File: config.mk
export PLATFORM = sky130hd
export DESIGN_NAME = timer_arbiter
export DESIGN_NICKNAME = d
export VERILOG_FILES = /design/src/rtl/timer_arbiter.sv
export SDC_FILE = /design/constraint.sdc
export NUM_CORES = 1
export LEC_CHECK = 0
export BUFFER_PORTS_ARGS = -buffer_cell sky130_fd_sc_hd__buf_2
export CORE_MARGIN = 4
export CORE_UTILIZATION = 55
export DETAILED_ROUTE_END_ITERATION = 7
export PLACE_DENSITY = 0.82
export SYNTH_ARGS = -nofsm -noshare
export SYNTH_HDL_FRONTEND = slang
export SYNTH_SLANG_ARGS = --single-unit
File: constraint.sdc
create_clock -name clk -period 4.2 [get_ports clk]
set_input_delay 0.21 -clock clk [delete_from_list [all_inputs] [get_ports clk]]
set_output_delay 0.21 -clock clk [all_outputs]
set_load 0.05 [all_outputs]
File: src/rtl/timer_arbiter.sv
// Round-robin arbiter sharing one down-count timer between NREQ requesters.
// Optional build macro TIMER_ARB_ABORT_EN: winner dropping req during COUNT cancels the wait.
module timer_arbiter #(
    parameter int NREQ = 4,
    parameter int CW   = 6,
    parameter int IDW  = 2
) (
    input  logic                 clk,
    input  logic                 rst,
    input  logic [NREQ-1:0]      req,
    input  logic [NREQ*CW-1:0]   req_delay,
    output logic [NREQ-1:0]      gnt,
    output logic [NREQ-1:0]      done,
    output logic                 busy,
    output logic [IDW-1:0]       cur_id
);

    // state | meaning
    // IDLE  | timer free, arbitrating among pending requests
    // COUNT | timer owned by cur_id, counting its captured delay to zero
    // DONE  | one-cycle done pulse to cur_id, pointer advanced
    typedef enum logic [1:0] {IDLE, COUNT, DONE} state_t;

    state_t          state, state_d;
    logic [CW-1:0]   cnt, cnt_d;
    logic [IDW-1:0]  rr_ptr, rr_d, id_d;
    logic [NREQ-1:0] gnt_d, done_d;
    logic            busy_d;

    logic [NREQ-1:0] req_rot;
    logic            found;
    logic [IDW-1:0]  win;
    logic [IDW:0]    win_sum;
    logic [CW-1:0]   win_delay;
    logic [NREQ-1:0] win_onehot, cur_onehot;
    logic [IDW-1:0]  next_id;

    // Rotate requests so bit 0 is rr_ptr; the first set bit is the winner's offset.
    always_comb begin
        req_rot = NREQ'({req, req} >> rr_ptr);
        found   = 1'b0;
        win_sum = '0;
        for (int i = 0; i < NREQ; i++) begin
            if (!found && req_rot[i]) begin
                found   = 1'b1;
                win_sum = {1'b0, rr_ptr} + (IDW+1)'(i);
            end
        end
        if (win_sum >= (IDW+1)'(NREQ))
            win_sum = win_sum - (IDW+1)'(NREQ);
        win = IDW'(win_sum);
    end

    always_comb begin
        win_delay  = '0;
        win_onehot = '0;
        cur_onehot = '0;
        for (int i = 0; i < NREQ; i++) begin
            if (IDW'(i) == win) begin
                win_delay     = req_delay[i*CW +: CW];
                win_onehot[i] = 1'b1;
            end
            if (IDW'(i) == cur_id)
                cur_onehot[i] = 1'b1;
        end
        next_id = (cur_id == IDW'(NREQ-1)) ? '0 : cur_id + IDW'(1);
    end

`ifdef TIMER_ARB_ABORT_EN
    logic req_cur;
    assign req_cur = |(req & cur_onehot);
`endif

    always_comb begin
        state_d = state;
        cnt_d   = cnt;
        rr_d    = rr_ptr;
        id_d    = cur_id;
        gnt_d   = gnt;
        done_d  = '0;
        busy_d  = busy;
        case (state)
            IDLE: begin
                gnt_d  = '0;
                busy_d = 1'b0;
                if (found) begin
                    state_d = COUNT;
                    cnt_d   = win_delay;
                    id_d    = win;
                    gnt_d   = win_onehot;
                    busy_d  = 1'b1;
                end
            end
            COUNT: begin
`ifdef TIMER_ARB_ABORT_EN
                if (!req_cur) begin
                    state_d = IDLE;
                    gnt_d   = '0;
                    busy_d  = 1'b0;
                    cnt_d   = '0;
                    rr_d    = next_id;
                end else
`endif
                if (cnt == '0) begin
                    state_d = DONE;
                    gnt_d   = '0;
                    done_d  = cur_onehot;
                    rr_d    = next_id;
                end else begin
                    cnt_d = cnt - CW'(1);
                end
            end
            DONE: begin
                state_d = IDLE;
                gnt_d   = '0;
                busy_d  = 1'b0;
            end
            default: begin
                state_d = IDLE;
                gnt_d   = '0;
                busy_d  = 1'b0;
            end
        endcase
    end

    always_ff @(posedge clk or posedge rst) begin
        if (rst) begin
            state  <= IDLE;
            cnt    <= '0;
            rr_ptr <= '0;
            cur_id <= '0;
            gnt    <= '0;
            done   <= '0;
            busy   <= 1'b0;
        end else begin
            state  <= state_d;
            cnt    <= cnt_d;
            rr_ptr <= rr_d;
            cur_id <= id_d;
            gnt    <= gnt_d;
            done   <= done_d;
            busy   <= busy_d;
        end
    end

endmodule

==> results.sh <==
export IMPL_synthAdderAreaFrac_pct=4.46
export IMPL_drive_above_1_share_pct=27.4
export IMPL_arrival_ps=2270
export IMPL_timing_final_crit_share_pct=48.3
export IMPL_syn_num_nets=189
export IMPL_synth_seq_area_share_pct=37.5
export IMPL_dr_pass1_iters=4
export IMPL_core_area_um2=2450
export IMPL_final_hold_viol_count=0
export IMPL_numPortBuffers=40
export IMPL_cp_end_kind="register"
export IMPL_cp_required_ps=4440
export IMPL_drc_errors=0
export IMPL_clk_latency_ps=300
export IMPL_synth_top_flop_cell="dfrtp_1"
export IMPL_io_pins=41
export IMPL_skew_ps=0.976
export IMPL_num_rows=18
export IMPL_detail_route_antenna_nets=0
export IMPL_layoutNonFillerInstCount=220
export IMPL_synthSimpleGateAreaFrac_pct=20.9
export IMPL_final_setup_worst_slack_ps=2170
export IMPL_cts_tree="done"
export IMPL_worstPathMaxFanout=13
export IMPL_synth_common_cells="dfrtp_1 (21), a21oi_1 (14), inv_1 (12), o21ai_0 (11), nand2_1 (8)"
export IMPL_drt_initial_drc_count=69
export IMPL_synth_compound_area_share_pct=29.4
export IMPL_initial_core_util_pct=57.1
export IMPL_synth_cells=154
export IMPL_worstHoldPathType="input pin to asynchronous set/reset pin"
export IMPL_synthMuxAreaShare_pct=0
export IMPL_dpl_hpwl_um=2760
export IMPL_slew_headroom_pct=47.5
export IMPL_root_buffer="clkbuf_4"
export IMPL_hold_buffers=0
export IMPL_fin_area_um2=1600
export IMPL_syn_area_um2=1400
export IMPL_synth_xor_area_share_pct=0
export IMPL_ys_types=45
export IMPL_n_antenna_cell=0
export IMPL_ys_ff_latch=21
export IMPL_cts_htree_levels=1
export IMPL_cts_sinks=21
export IMPL_wl_um=3550
export IMPL_place_inst=216
export IMPL_cap_violations=0
export IMPL_synth_top_family_by_area="compound AO/OA/AOI/OAI gates"
export IMPL_vias_per_cell=6.26
export IMPL_cts_resized=0
export IMPL_grt_max_degree=22
export IMPL_grt_use_total_pct=21.2
export IMPL_synth_area_leaders="dfrtp_1 (38%), a21oi_1 (5.0%), ha_1 (4.5%)"
export IMPL_yosysMostFrequentCell="dfrtp_1"
export IMPL_status="complete, no violations"
export IMPL_overflow=0
export IMPL_die_h_um=58.5
export IMPL_post_place_ws_ps=2220
export IMPL_cts_inserted_buffers=3
export IMPL_power_density_nw_per_um2=612
export IMPL_yosysWarningCount=0
export IMPL_fmax_ghz=0.493
export IMPL_gp_congestion=0.890
export IMPL_cts_clk_slew_worst_paths_ps=120
export IMPL_fin_tns_setup_ps=0
export IMPL_finalMaxSlewViolations=0
export IMPL_yosys_area_top_type_share_pct=37.5
export IMPL_dieArea_um2=3420
export IMPL_cp_start_kind="register"
export IMPL_die_width_um=58.5
export IMPL_area_growth_pct=14.4
export IMPL_vdd_drop_max_v=0.000572
export IMPL_wl_per_cell_um=16.2
export IMPL_finalCriticalPeriod_ps=2030
export IMPL_path_class="register to register"
export IMPL_synth_edf_count=0
export IMPL_yosys_area_top_type="dfrtp_1"
export IMPL_async_reset_ff_share_pct=100
export IMPL_grt_pass1_vias=1285
export IMPL_placed_cell_area_um2=1580
export IMPL_via_count=1377
export IMPL_postCtsSetupRepairBufs=0
export IMPL_setup_violations=0
export IMPL_cts_buffer_depth=2
export IMPL_leakage_nw=0.781
export IMPL_fin_nets=226
export IMPL_antenna_found_initial=0
export IMPL_avgSynthCellArea_um2=9.10
export IMPL_grt_pass1_wl_um=5670
export IMPL_worst_pin_slew_ps=787
export IMPL_rsz0062_at_grt="false"
-- worst max-delay path: stages, from the launching register on --
cell and delay [ps]:
dfrtp_1 460, inv_1 90, ha_1 250, inv_1 150, nor3b_4 100, or4_1 450
a211o_1 330, a21oi_1 140
-- stage by stage --
stage / hold slack (ps) / util, % / power, mW
6_report: 33.4 / 65.3 / 0.981
2_1_floorplan: 187 / - / 0.758
3_3_place_gp: 377 / 64.2 / 0.858
4_1_cts: 43.8 / 65.3 / 0.977
3_5_place_dp: 393 / 64.2 / 0.881
5_1_grt: 89.8 / 65.3 / 1.05
-- registers in the layout (all words and copies together) (netlist names) --
register  count
busy          1
cnt           6
cur_id        2
done          4
gnt           4
rr_ptr        2
state         2
-- layout make-up --
type / count / area (um^2)
Inverter: 12 / 45.0
Clock buffer: 3 / 22.5
Timing Repair Buffer: 40 / 200
Sequential cell: 21 / 526
Tap cell: 30 / 37.5
Clock inverter: 1 / 5.00
Fill cell: 206 / 852
Multi-Input combinational cell: 113 / 767
-- per-layer routing --
layer / GRT usage (%) / vias up / wire, um
met5: 0 / - / 0
met2: 36.0 / 57 / 1760
met1: 27.4 / 662 / 1520
li1: - / 650 / -
met4: 5.30 / 0 / 63
met3: 4.61 / 8 / 209
-- cells by family after synthesis --
group / after synthesis
AO/OA/AOI/OAI: 60
AND/OR/NAND/NOR: 48
flip-flops: 21
buffers and inverters: 20
adder cells (fa/ha/maj): 5
-- placed cells by master (no fill, tap or decap), types with 2 or more instances in the layout --
cell       instances
buf_2             40
dfrtp_1           21
a21oi_1           14
inv_1             12
o21ai_0           11
nand2_1            8
nor2_1             7
nand2b_1           6
nand3_1            6
ha_1               5
o2111ai_1          4
o211ai_1           4
and3_1             4
nor2b_1            3
a221oi_1           3
clkbuf_4           3
o22ai_1            2
o21bai_1           2
nor3_1             2
o21a_1             2
o31ai_1            2
a211o_1            2
or4_1              2
a41oi_1            2
a22o_1             2
o21ai_2            2
-- path summary, 6_finish.rpt --
kind | to | slack, ps | cells after the start | from
worst max register to register | cnt[3] | 2170 | 7 | cnt[0]
worst max-delay path | cnt[3] | 2170 | 7 | cnt[0]
min in group clk | cnt[3] | 200 | 3 | req_delay[15]
worst min register to register | busy | 490 | 1 | busy
max in group asynchronous | cnt[5] | 3680 | 2 | rst
worst min-delay path | done[2] | 30 | 2 | rst
-- power by group --
group          switching [mW]  internal (mW)
clock                  0.0611         0.0355
combinational           0.330          0.182
sequential             0.0986          0.273
total                   0.490          0.491
No activity file was read; power rests on OpenSTA's default activity.
